[src/rtl/twos_comp_accum_if.sv]
// Handshake bundle between the sign-magnitude converter, the accumulator
// and the downstream consumer of the accumulated result.
interface twos_comp_accum_if #(
  parameter int DATA_W = 4,
  parameter int ACC_W  = 8
);
  logic              start;
  logic              in_valid;
  logic [DATA_W-1:0] in_data;
  logic              in_ready;
  logic              out_valid;
  logic              out_ready;
  logic [ACC_W-1:0]  out_sum;
  logic              out_sat;
  logic              busy;

  modport master (
    output start, in_valid, in_data, out_ready,
    input  in_ready, out_valid, out_sum, out_sat, busy
  );

  modport slave (
    input  start, in_valid, in_data, out_ready,
    output in_ready, out_valid, out_sum, out_sat, busy
  );
endinterface

[src/rtl/twos_comp_accum.sv]
// Saturating signed accumulator: sums N_SAMPLES two's complement words
// accepted over a valid/ready handshake, then holds the result until taken.
module twos_comp_accum #(
  parameter int DATA_W    = 4,
  parameter int ACC_W     = 8,
  parameter int N_SAMPLES = 4
) (
  input logic              clk,
  input logic              rst_n,
  twos_comp_accum_if.slave bus
);

  localparam int CNT_W = $clog2(N_SAMPLES + 1);
  localparam logic [ACC_W-1:0] ACC_MAX = {1'b0, {(ACC_W-1){1'b1}}};
  localparam logic [ACC_W-1:0] ACC_MIN = {1'b1, {(ACC_W-1){1'b0}}};
  localparam logic [CNT_W-1:0] CNT_LAST = CNT_W'(N_SAMPLES - 1);

  typedef enum logic [1:0] {
    S_IDLE,
    S_ACCUM,
    S_DONE
  } state_t;

  state_t           state_q, state_d;
  logic [ACC_W-1:0] acc_q, acc_d;
  logic [CNT_W-1:0] cnt_q, cnt_d;
  logic             sat_q, sat_d;

  logic [ACC_W:0]   sum_w;
  logic [ACC_W-1:0] sum_clamped;
  logic             sum_ovf;

  // One extra bit of headroom exposes overflow as a mismatch of the top two bits
  always_comb begin
    sum_w = {acc_q[ACC_W-1], acc_q}
          + {{(ACC_W + 1 - DATA_W){bus.in_data[DATA_W-1]}}, bus.in_data};
    sum_ovf     = sum_w[ACC_W] ^ sum_w[ACC_W-1];
    sum_clamped = sum_w[ACC_W-1:0];
    if (sum_ovf) begin
      sum_clamped = sum_w[ACC_W] ? ACC_MIN : ACC_MAX;
    end
  end

  // Next-state, accumulator, sample count and sticky saturation flag
  always_comb begin
    state_d = state_q;
    acc_d   = acc_q;
    cnt_d   = cnt_q;
    sat_d   = sat_q;
    unique case (state_q)
      S_IDLE: begin
        if (bus.start) begin
          acc_d   = '0;
          cnt_d   = '0;
          sat_d   = 1'b0;
          state_d = S_ACCUM;
        end
      end
      S_ACCUM: begin
        if (bus.in_valid) begin
          acc_d = sum_clamped;
          sat_d = sat_q | sum_ovf;
          cnt_d = cnt_q + CNT_W'(1);
          if (cnt_q == CNT_LAST) begin
            state_d = S_DONE;
          end
        end
      end
      S_DONE: begin
        if (bus.out_ready) begin
          state_d = S_IDLE;
        end
      end
      default: state_d = S_IDLE;
    endcase
  end

  // State and datapath registers
  always_ff @(posedge clk or negedge rst_n) begin
    if (!rst_n) begin
      state_q <= S_IDLE;
      acc_q   <= '0;
      cnt_q   <= '0;
      sat_q   <= 1'b0;
    end else begin
      state_q <= state_d;
      acc_q   <= acc_d;
      cnt_q   <= cnt_d;
      sat_q   <= sat_d;
    end
  end

  // Handshake outputs decoded from the current state; result gated to DONE
  always_comb begin
    bus.in_ready  = (state_q == S_ACCUM);
    bus.out_valid = (state_q == S_DONE);
    bus.out_sum   = (state_q == S_DONE) ? acc_q : '0;
    bus.out_sat   = (state_q == S_DONE) & sat_q;
    bus.busy      = (state_q != S_IDLE);
  end

endmodule

[src/flat_wrapper.sv]
// flat-port wrapper written by rule: the top's interface ports become plain ports
module twos_comp_accum_flat 
#(
  parameter int DATA_W    = 4,
  parameter int ACC_W     = 8,
  parameter int N_SAMPLES = 4
)
  (clk, rst_n, bus_start, bus_in_valid, bus_in_data, bus_out_ready, bus_in_ready, bus_out_valid, bus_out_sum, bus_out_sat, bus_busy);
  twos_comp_accum_if #(.DATA_W(DATA_W), .ACC_W(ACC_W)) bus_i ();
  input logic clk;
  input logic rst_n;
  input wire logic [$bits(bus_i.start)-1:0] bus_start;
  input wire logic [$bits(bus_i.in_valid)-1:0] bus_in_valid;
  input wire logic [$bits(bus_i.in_data)-1:0] bus_in_data;
  input wire logic [$bits(bus_i.out_ready)-1:0] bus_out_ready;
  output wire logic [$bits(bus_i.in_ready)-1:0] bus_in_ready;
  output wire logic [$bits(bus_i.out_valid)-1:0] bus_out_valid;
  output wire logic [$bits(bus_i.out_sum)-1:0] bus_out_sum;
  output wire logic [$bits(bus_i.out_sat)-1:0] bus_out_sat;
  output wire logic [$bits(bus_i.busy)-1:0] bus_busy;
  assign bus_i.start = bus_start;
  assign bus_i.in_valid = bus_in_valid;
  assign bus_i.in_data = bus_in_data;
  assign bus_i.out_ready = bus_out_ready;
  assign bus_in_ready = bus_i.in_ready;
  assign bus_out_valid = bus_i.out_valid;
  assign bus_out_sum = bus_i.out_sum;
  assign bus_out_sat = bus_i.out_sat;
  assign bus_busy = bus_i.busy;
  twos_comp_accum #(.DATA_W(DATA_W), .ACC_W(ACC_W), .N_SAMPLES(N_SAMPLES)) u_core (.clk(clk), .rst_n(rst_n), .bus(bus_i));
endmodule
[config.mk]
export PLATFORM = sky130hd
export DESIGN_NAME = twos_comp_accum_flat
export DESIGN_NICKNAME = d
export VERILOG_FILES = /design/src/rtl/twos_comp_accum_if.sv /design/src/rtl/twos_comp_accum.sv /design/src/flat_wrapper.sv
export SDC_FILE = /design/constraint.sdc
export NUM_CORES = 1
export LEC_CHECK = 0
export CORE_MARGIN = 1.5
export CORE_UTILIZATION = 40
export CTS_CLUSTER_DIAMETER = 120
export CTS_CLUSTER_SIZE = 24
export DETAILED_ROUTE_END_ITERATION = 6
export DONT_BUFFER_PORTS = 1
export HOLD_SLACK_MARGIN = 0.06
export PLACE_DENSITY_LB_ADDON = 0.15
export SETUP_SLACK_MARGIN = 0.1
export SYNTH_ARGS = -nofsm -noshare
export SYNTH_HDL_FRONTEND = slang
export SYNTH_SLANG_ARGS = --single-unit
[constraint.sdc]
create_clock -name clk -period 2.8 [get_ports clk]
set_input_delay 0.42 -clock clk [delete_from_list [all_inputs] [get_ports clk]]
set_output_delay 0.42 -clock clk [all_outputs]
set_load 0.05 [all_outputs]
* Word level (Yosys, flattened, before mapping)
Index checks and enable logic that the tools add are counted.
** Storage, ports and cells
- Word-level logic and storage cells :: 38
- Bits of input ports :: 9
- Flip-flop bits (word level) :: 14
** Cells by class
- $add $sub $neg :: 2
- Muxes and demuxes :: 17
- Reduce and logical (&&, ||, !) cells :: 5
- Eq/ne operators :: 7
- Bitwise operators :: 3
** Operators with widths (count)
- $mux 8 :: 5
- $pmux 8 s2 :: 1
- $add 8x4->9 :: 1
- $mux 2 :: 4
- $mux 3 :: 2
- $ne 2x2->1 const B :: 3
- $pmux 2 s3 :: 1
- $pmux 3 s2 :: 1
- $reduce_and 4->1 :: 1
- $reduce_bool 2->1 :: 2
- $add 3x1->3 const B :: 1
- $eq 3x2->1 const B :: 1
- $reduce_and 3->1 :: 1
- $eq 2x1->1 const B :: 1
- $eq 2x2->1 const B :: 1
- $logic_not 2->1 :: 1
- $mux 1 :: 2
- $ne 2x1->1 const B :: 1
- $pmux 1 s2 :: 1
- $and 1x1->1 :: 1
- $or 1x1->1 :: 1
- $xor 1x1->1 :: 1

* Depth between registers and ports, before layout
- Word-level depth :: 5
- Mapped depth :: 8
- Depth with buffers taken out :: 7

* Worst setup path after synthesis
Ideal clock, no wire load.
- Kind :: register to output
- Start :: register u_core.state_q[0]
- End :: output port bus_out_sat
- Arrival :: 1881 ps
- Path buffers :: 1
- Path slack :: 499 ps
- Cell stages (with the launch flop) :: 5
- Required time :: 2380 ps
- Cells stage by stage :: dfrtp_1 nor2b_1 clkbuf_1 inv_1 nor2_1
** Between the ends
- Longest elaborated chain between the ends :: 2
** Ends and longest elaborated chain
- from (decl) :: line twos_comp_accum.sv:24 : state_t state_q, state_d;
- from (signal assigned) :: line twos_comp_accum.sv:86 : state_q <= state_d;
- $eq 2x2->1
- net bus_out_valid :: line flat_wrapper.sv:17 : output wire logic [$bits(bus_i.out_valid)-1:0] bus_out_valid;
- $and 1x1->1 :: line twos_comp_accum.sv:98 : bus.out_sat = (state_q == S_DONE) & sat_q;
- to (decl) :: line flat_wrapper.sv:19 : output wire logic [$bits(bus_i.out_sat)-1:0] bus_out_sat;
The timed path passes the listed nets, and every way through them passes these cells.

* Final worst setup path
- Start :: register u_core.acc_q[0]
- End :: register u_core.sat_q
** Between the ends
- Longest elaborated chain between the ends :: 5
** Ends and longest elaborated chain
- from (decl) :: line twos_comp_accum.sv:25 : logic [ACC_W-1:0] acc_q, acc_d;
- from (signal assigned) :: line twos_comp_accum.sv:82 : acc_q <= '0;
- from (signal assigned) :: line twos_comp_accum.sv:87 : acc_q <= acc_d;
- $add 8x4->9 :: line twos_comp_accum.sv:36 : + {{(ACC_W + 1 - DATA_W){bus.in_data[DATA_W-1]}}, bus.in_data};
- $xor 1x1->1 :: line twos_comp_accum.sv:37 : sum_ovf = sum_w[ACC_W] ^ sum_w[ACC_W-1];
- $or 1x1->1 :: line twos_comp_accum.sv:62 : sat_d = sat_q | sum_ovf;
- $mux 1 :: line twos_comp_accum.sv:60 : if (bus.in_valid) begin
- $pmux 1 s2 :: line twos_comp_accum.sv:50 : unique case (state_q)
- to (signal assigned) :: line twos_comp_accum.sv:89 : sat_q <= sat_d;
- to (decl) :: line twos_comp_accum.sv:27 : logic sat_q, sat_d;
No other way between the ends. The select of a mux whose other input is x is not followed.
A chain may end at the register's enable or synchronous reset.

==> impl.org <==
** Floorplanning
- The die covers around 0.0033 mm^2.
- The core region is around 0.0028 mm^2.
- During I/O placement, the number of pins put on the boundary was 21.
- The die is roughly 57 um tall.
- Starting density of the core :: around 42%
- # rows :: 19
- Width of the chip :: approximately 57 um

** STA
- Final setup slack of the worst path :: 407.8 ps
- Tightest Pin Transition :: 632.4 ps
- Fmax :: roughly 0.42 GHz
- Post-route worst hold slack :: about 240 ps
- The worst pin sits at a relative slew slack of 57.70%.
- Setup total negative slack on the finished layout was measured at 0 ps.
- Across the routed clock network, the largest skew measured is between 6 and 7 ps.
- Unrepaired setup endpoints after global routing :: false
- Hold Violations, Final :: 0
- Final-report setup violation count :: 0
- The routed design could run at a clock period as short as roughly 2400 ps.
- The final count of pins violating max slew was 0.
- Tcrit/Tclk final :: between 80% and 90%

** Critical path
- Critical path launch point type :: flop
- The critical path goes through ha_1 -> fa_1 -> nand3_1 -> a21oi_1 -> o31a_1 -> or3_1 -> a31oi_1.
- The worst setup path is captured at a flop.
- STA puts the critical path data required time at ~3000 ps.
- Among all stages on the critical path, the largest delay is contributed by sky130_fd_sc_hd__fa_1.
- Worst setup path category :: flop to flop
- Slowest Stage Delay on Critical Path :: approximately 440 ps
- Data on the critical path arrives at its endpoint at 2600 ps.
- Largest fanout on the critical path :: 12
- In this run the register-to-register setup slack is ~410 ps.

** GRT
- Maximum number of pins on one net before global-route repair :: 15
- For this run, global-route usage on met2 was measured as about 28%.
- Vias in the first global route :: around 990
- Met1 capacity usage during global routing :: roughly 23%
- Initial antenna violation count :: 0
- In the global route stage, met3 resource usage came out at ~4.3%.
- Global-route wire length before repair :: roughly 4400 um
- Global routing consumed, over all layers together, ~17% of the routing resources.
- Residual overflow from global routing :: 0
- In this run the most used layer during global routing was met2.

** Synth
- In the synthesized netlist the dominant register cell turns out to be sky130_fd_sc_hd__dfrtp_1.
- After synthesis, the netlist uses 44 different library cells.
- After synthesis, the share of flip-flops with an asynchronous set or reset is between 90% and 100%.
- Sequential share of the synthesized area :: around 30%
- After synthesis, the mean cell area works out to 9.146 um^2.
- In this run, synthesis inferred 0 flip-flops with an integrated enable.
- Synth Warn # :: 0
- Cell count after synthesis :: 129
- Cell Area, Synth :: roughly 0.0012 mm^2
- Number of synthesized register bits :: 14
- When the netlist entered floorplanning its net count stood at 149.

** Placed design
- Port Buffer Count :: 0
- Routability-driven placement finished with a final weighted congestion of approximately 0.75.
- Including well taps, the total number of placed cells is approximately 160.
- The wire-length estimate of the detail-placed layout is around 2000 um.
- Worst setup timing slack at the placement stage :: roughly 390 ps

** Routing
- For this block, the routed nets add up to ~2600 um of wire.
- The first detailed-routing pass ran for 4 iterations.
- Total number of vias :: approximately 1,000
- DRT iter0 DRCs :: 27
- Via-per-instance ratio :: 5.940
- Once detail routing completed, the nets flagged for antenna violations numbered 0.
- In the routed design, unresolved DRC markers number 0.
- In the final routed layout, each cell accounts on average for approximately 15 um.

** Power and ir drop
- Power per unit of standard cell area :: approximately 1200 mW/mm^2
- VDD sags by at most 0.0005690 V.
- Summed over all cells, the static leakage comes to roughly 0.55 nW.

** Clock network
- Clock tree synthesis selected as its root buffer the cell sky130_fd_sc_hd__clkbuf_4.
- # clock sinks :: 14
- In this run the post-CTS setup repair buffer count came out at 0.
- In this run the number of H-tree levels came out at 1.
- Number of buffers inserted for hold repair after clock tree synthesis :: 1
- TritonCTS built the clock tree.
- Clock tree synthesis inserted a total of 3 buffers.
- After clock tree synthesis, the clock-pin slew on the worst setup and hold paths is 90 ps.
- Clock network latency to the later pin of the worst-skew pair :: 280 ps
- Number of gates given a new drive strength after cts :: 0
- Maximum root-to-sink buffer count :: 2

** Layout
- Of the cells placed in the final design, the portion with a size suffix greater than 1 is ~18%.
- Once layout is complete, the utilization of the core stands at between 40% and 50%.
- Number of nets in the final layout :: ~160
- In the layout the commonest cells are sky130_fd_sc_hd__dfrtp_1, sky130_fd_sc_hd__nand2_1, sky130_fd_sc_hd__ha_1, sky130_fd_sc_hd__buf_4, sky130_fd_sc_hd__and2_1.
- Combined flip-flop and latch cell area :: ~350 um^2
- # fillers :: 270
- Number of inserted diodes :: 0
- Relative to the synthesized area, the layout overhead comes to 8.802%.
- The library cell used most frequently in the layout, excluding fill and tap cells, is sky130_fd_sc_hd__dfrtp_1.
- In the final layout, the multi-input gates occupy between 700 and 800 um^2.
- For this run, the number of standard cells in the final layout without fillers is about 170.

** Run status
- Result of the run :: finished clean

** Worst hold path
- Class of the most critical hold timing path :: input port to flop

** Job
- Across the run, the number of max-cap violations was 0.
==> layer usage <==
| layer | part of all wire [%] | wire (um) |
|---|---|---|
| met1 | 47 | 1216 |
| met2 | 47 | 1201 |
| met3 | 4.8 | 124 |
| met4 | 1.5 | 38 |
| met5 | 0 | 0 |
==> critical path: cells and delay by family (launching register included) <==
kind	cells	cell delay [ps]
adder cells (fa/ha/maj)	2	690
AO/OA/AOI/OAI	3	680
AND/OR/NAND/NOR	2	540
flip-flops	1	410
==> power by group <==
group | total [mW] | internal, mW | switching, mW
clock network | 0.145 | 0.0792 | 0.0655
registers | 0.389 | 0.303 | 0.0860
logic | 1.03 | 0.401 | 0.628
total | 1.56 | 0.783 | 0.779
==> Yosys cell counts (all sizes together), types with 3 or more instances <==
| library cell | count | area, um^2 |
|---|---|---|
| o21ai | 11 | 62.56 |
| nand3 | 5 | 25.02 |
| a21oi | 7 | 38.79 |
| nand2 | 12 | 47.55 |
| ha | 10 | 125.1 |
| dfrtp | 14 | 350.3 |
| o311ai | 5 | 43.79 |
| o211ai | 5 | 37.54 |
| buf | 4 | 45.04 |
| o22ai | 3 | 18.77 |
| clkbuf | 3 | 11.26 |
| and2 | 10 | 63.81 |
| inv | 6 | 22.52 |
| nor2 | 4 | 17.52 |
==> final cells by class <==
| type | count | area share (%) |
|---|---|---|
| timing repair buffer | 11 | 6.628 |
| inverter | 6 | 1.754 |
| clock buffer | 4 | 2.827 |
| tap | 31 | 3.021 |
| multi-input combinational | 102 | 58.48 |
| sequential | 14 | 27.29 |
==> registers in the layout (all words and copies together), names as in the netlist <==
| signal | cells |
|---|---|
| u_core.sat_q | 1 |
| u_core.acc_q | 8 |
| u_core.cnt_q | 3 |
| u_core.state_q | 2 |
==> cell families after synthesis <==
logic type | Yosys count | share of synthesized area (%)
simple gates | 43 | 20.47
compound gates | 43 | 27.04
mux | 1 | 0.8484
buf+inv | 13 | 6.680
flops | 14 | 29.69
xor+xnor | 4 | 2.970
fa+ha+maj | 11 | 12.30
==> path summary, 6_finish.rpt <==
kind	endpoint	startpoint	cells after the start
worst max-delay path	u_core.sat_q$_DFFE_PN0P_	u_core.acc_q[0]$_DFFE_PN0P_	7
worst min-delay path	u_core.state_q[1]$_DFFE_PN0P_	bus_out_ready	1
worst max register to register	u_core.sat_q$_DFFE_PN0P_	u_core.acc_q[0]$_DFFE_PN0P_	7
worst min register to register	u_core.state_q[0]$_DFFE_PN0P_	u_core.state_q[1]$_DFFE_PN0P_	1
max in group asynchronous	u_core.acc_q[5]$_DFFE_PN0P_	rst_n	1
min in group asynchronous	u_core.acc_q[2]$_DFFE_PN0P_	rst_n	1
==> stage by stage <==
step	power [mW]	area, um^2
2_1_floorplan	1.291	1180
3_3_place_gp	1.386	1237
3_5_place_dp	1.415	1237
4_1_cts	1.568	1284
5_1_grt	1.715	1284
6_report	1.563	1284
No activity file was read; power rests on OpenSTA's default activity.
==> variant (same settings) <==
The 3 states of `state_t` get a one-hot encoding in 3 bits.
--- a/src/rtl/twos_comp_accum.sv
+++ b/src/rtl/twos_comp_accum.sv
@@ -17,6 +17,6 @@
 
-  typedef enum logic [1:0] {
-    S_IDLE,
-    S_ACCUM,
-    S_DONE
+  typedef enum logic [2:0] {
+    S_IDLE  = 3'b001,
+    S_ACCUM = 3'b010,
+    S_DONE  = 3'b100
   } state_t;
Function: no difference found for any inputs over 10 cycles, from zero or initial values and one cycle with rst_n low; not proved beyond that.
==> variant against the unedited design <==
- wire length decreased by 15%
- sequential cell count increased by 1
- design area decreased by 5.0%
- clock skew decreased by 0.0021 ns
- count of clock-buffer cells in the layout unchanged
- setup slack got worse by 0.042 ns
- via count decreased by 12%
- synthesized area decreased by 4.0%
- power decreased by 31%
==> variant: results (changes against the unedited design) <==
[run_status]
outcome = finished clean

[routing]
avgRoutedWirePerCell_um = 14.22  ; -7.4%
drtPass1Iterations = 6  ; +2
first_iter_violations = 27  ; unchanged
via_count = 875  ; -12%

[setup_path]
crit_family = compound AO/OA/AOI/OAI gates
critPathMaxFanout = 9  ; -3
slowest_delay_ns = 0.42  ; -0.02 ns
critical_path.slowest_cell = dfrtp_1

[logic_synthesis]
yosysUniqueCellTypes = 39  ; -11%
yosys.area_share.adder_pct = 15.47  ; +3.2 points
synth-xor-area-share_pct = 3.867  ; +0.90 points
synth_compound_area_share_pct = 21.22  ; -5.8 points
yosysSeqAreaShare_pct = 33.26  ; +3.6 points
synthArstFlopShare_pct = 100.0  ; unchanged
muxShareOfSynthArea_pct = 0  ; -0.85 points
syn_nets = 139  ; -6.7%
ys_top_cells_by_count = nand2_1, dfrtp_1, and2_1, ha_1
synth_area_leaders = dfrtp_1, ha_1, and2_1
avgSynthCellArea_um2 = 9.515  ; +4.0%

[power_and_ir_drop]
p_leak_nw = 0.5762  ; +4.2%
vdd_drop_max_mv = 0.4875  ; -14%

[hold_path]
min_path_type = in2reg

[grt]
grt_usage_pct = 15.64  ; -1.4 points
grt_max_degree = 16  ; +1
grt_pass1_wl_um = 3912  ; -11%
grt_pass1_vias = 888  ; -9.8%

[layout]
reg_top3 = u_core.acc_q (8), u_core.cnt_q (3), u_core.state_q (3)
drive_gt1_share_pct = 16.13  ; -1.4 points

[timing]
slew_headroom_pct = 53.98  ; -3.7 points

[placement]
place_ws_ns = 0.3506  ; -0.04422 ns
gp_congestion = 0.7974  ; +6.5%
hpwlAfterDp_um = 1798  ; -8.8%

[clock_tree]
insertion_delay_ns = 0.27

## variant: final timing paths
path	cells after the start	slack, ns	start	to
worst max-delay path	7	0.37	u_core.acc_q[4]	u_core.acc_q[5]
worst min-delay path	1	0.21	bus_start	u_core.state_q[0]
worst max register to register	7	0.37	u_core.acc_q[4]	u_core.acc_q[5]
worst min register to register	2	0.50	u_core.sat_q	u_core.sat_q
max in group asynchronous	1	1.74	rst_n	u_core.state_q[2]
min in group asynchronous	1	0.62	rst_n	u_core.cnt_q[0]
## variant: power breakdown
group,total (mW),switching (mW),internal [mW]
Combinational,0.588,0.353,0.235
Sequential,0.366,0.0750,0.291
Clock,0.119,0.0642,0.0551
Total,1.07,0.492,0.581
## variant: final cells by class
class,instances,area (um2)
multi-input combinational,98,738.2
timing repair buffer,3,25.02
fill,278,1490
tap,31,38.79
sequential,15,376.6
clock buffer,4,26.28
inverter,4,15.01
## variant: cells by family after synthesis
family / after synthesis
buffers and inverters: 6
flip-flops: 15
XOR/XNOR: 5
AND/OR/NAND/NOR: 48
AO/OA/AOI/OAI: 31
adder cells (fa/ha/maj): 14
## variant: per-stage QoR
step | utilization, % | cell area (um2) | hold WS (ns)
2_1_floorplan | - | 1137 | 0.1244
3_3_place_gp | 43.68 | 1184 | 0.1248
3_5_place_dp | 43.68 | 1184 | 0.1248
4_1_cts | 45.01 | 1220 | 0.1958
5_1_grt | 45.01 | 1220 | 0.2003
6_report | 45.01 | 1220 | 0.2072
## variant: per-layer routing
layer	global-route usage [%]	part of all wire [%]	up-vias
met5	0	0	-
met4	7.143	0.68	0
met3	3.488	4.1	2
met2	23.87	47	12
met1	21.05	48	418
li1	-	-	443
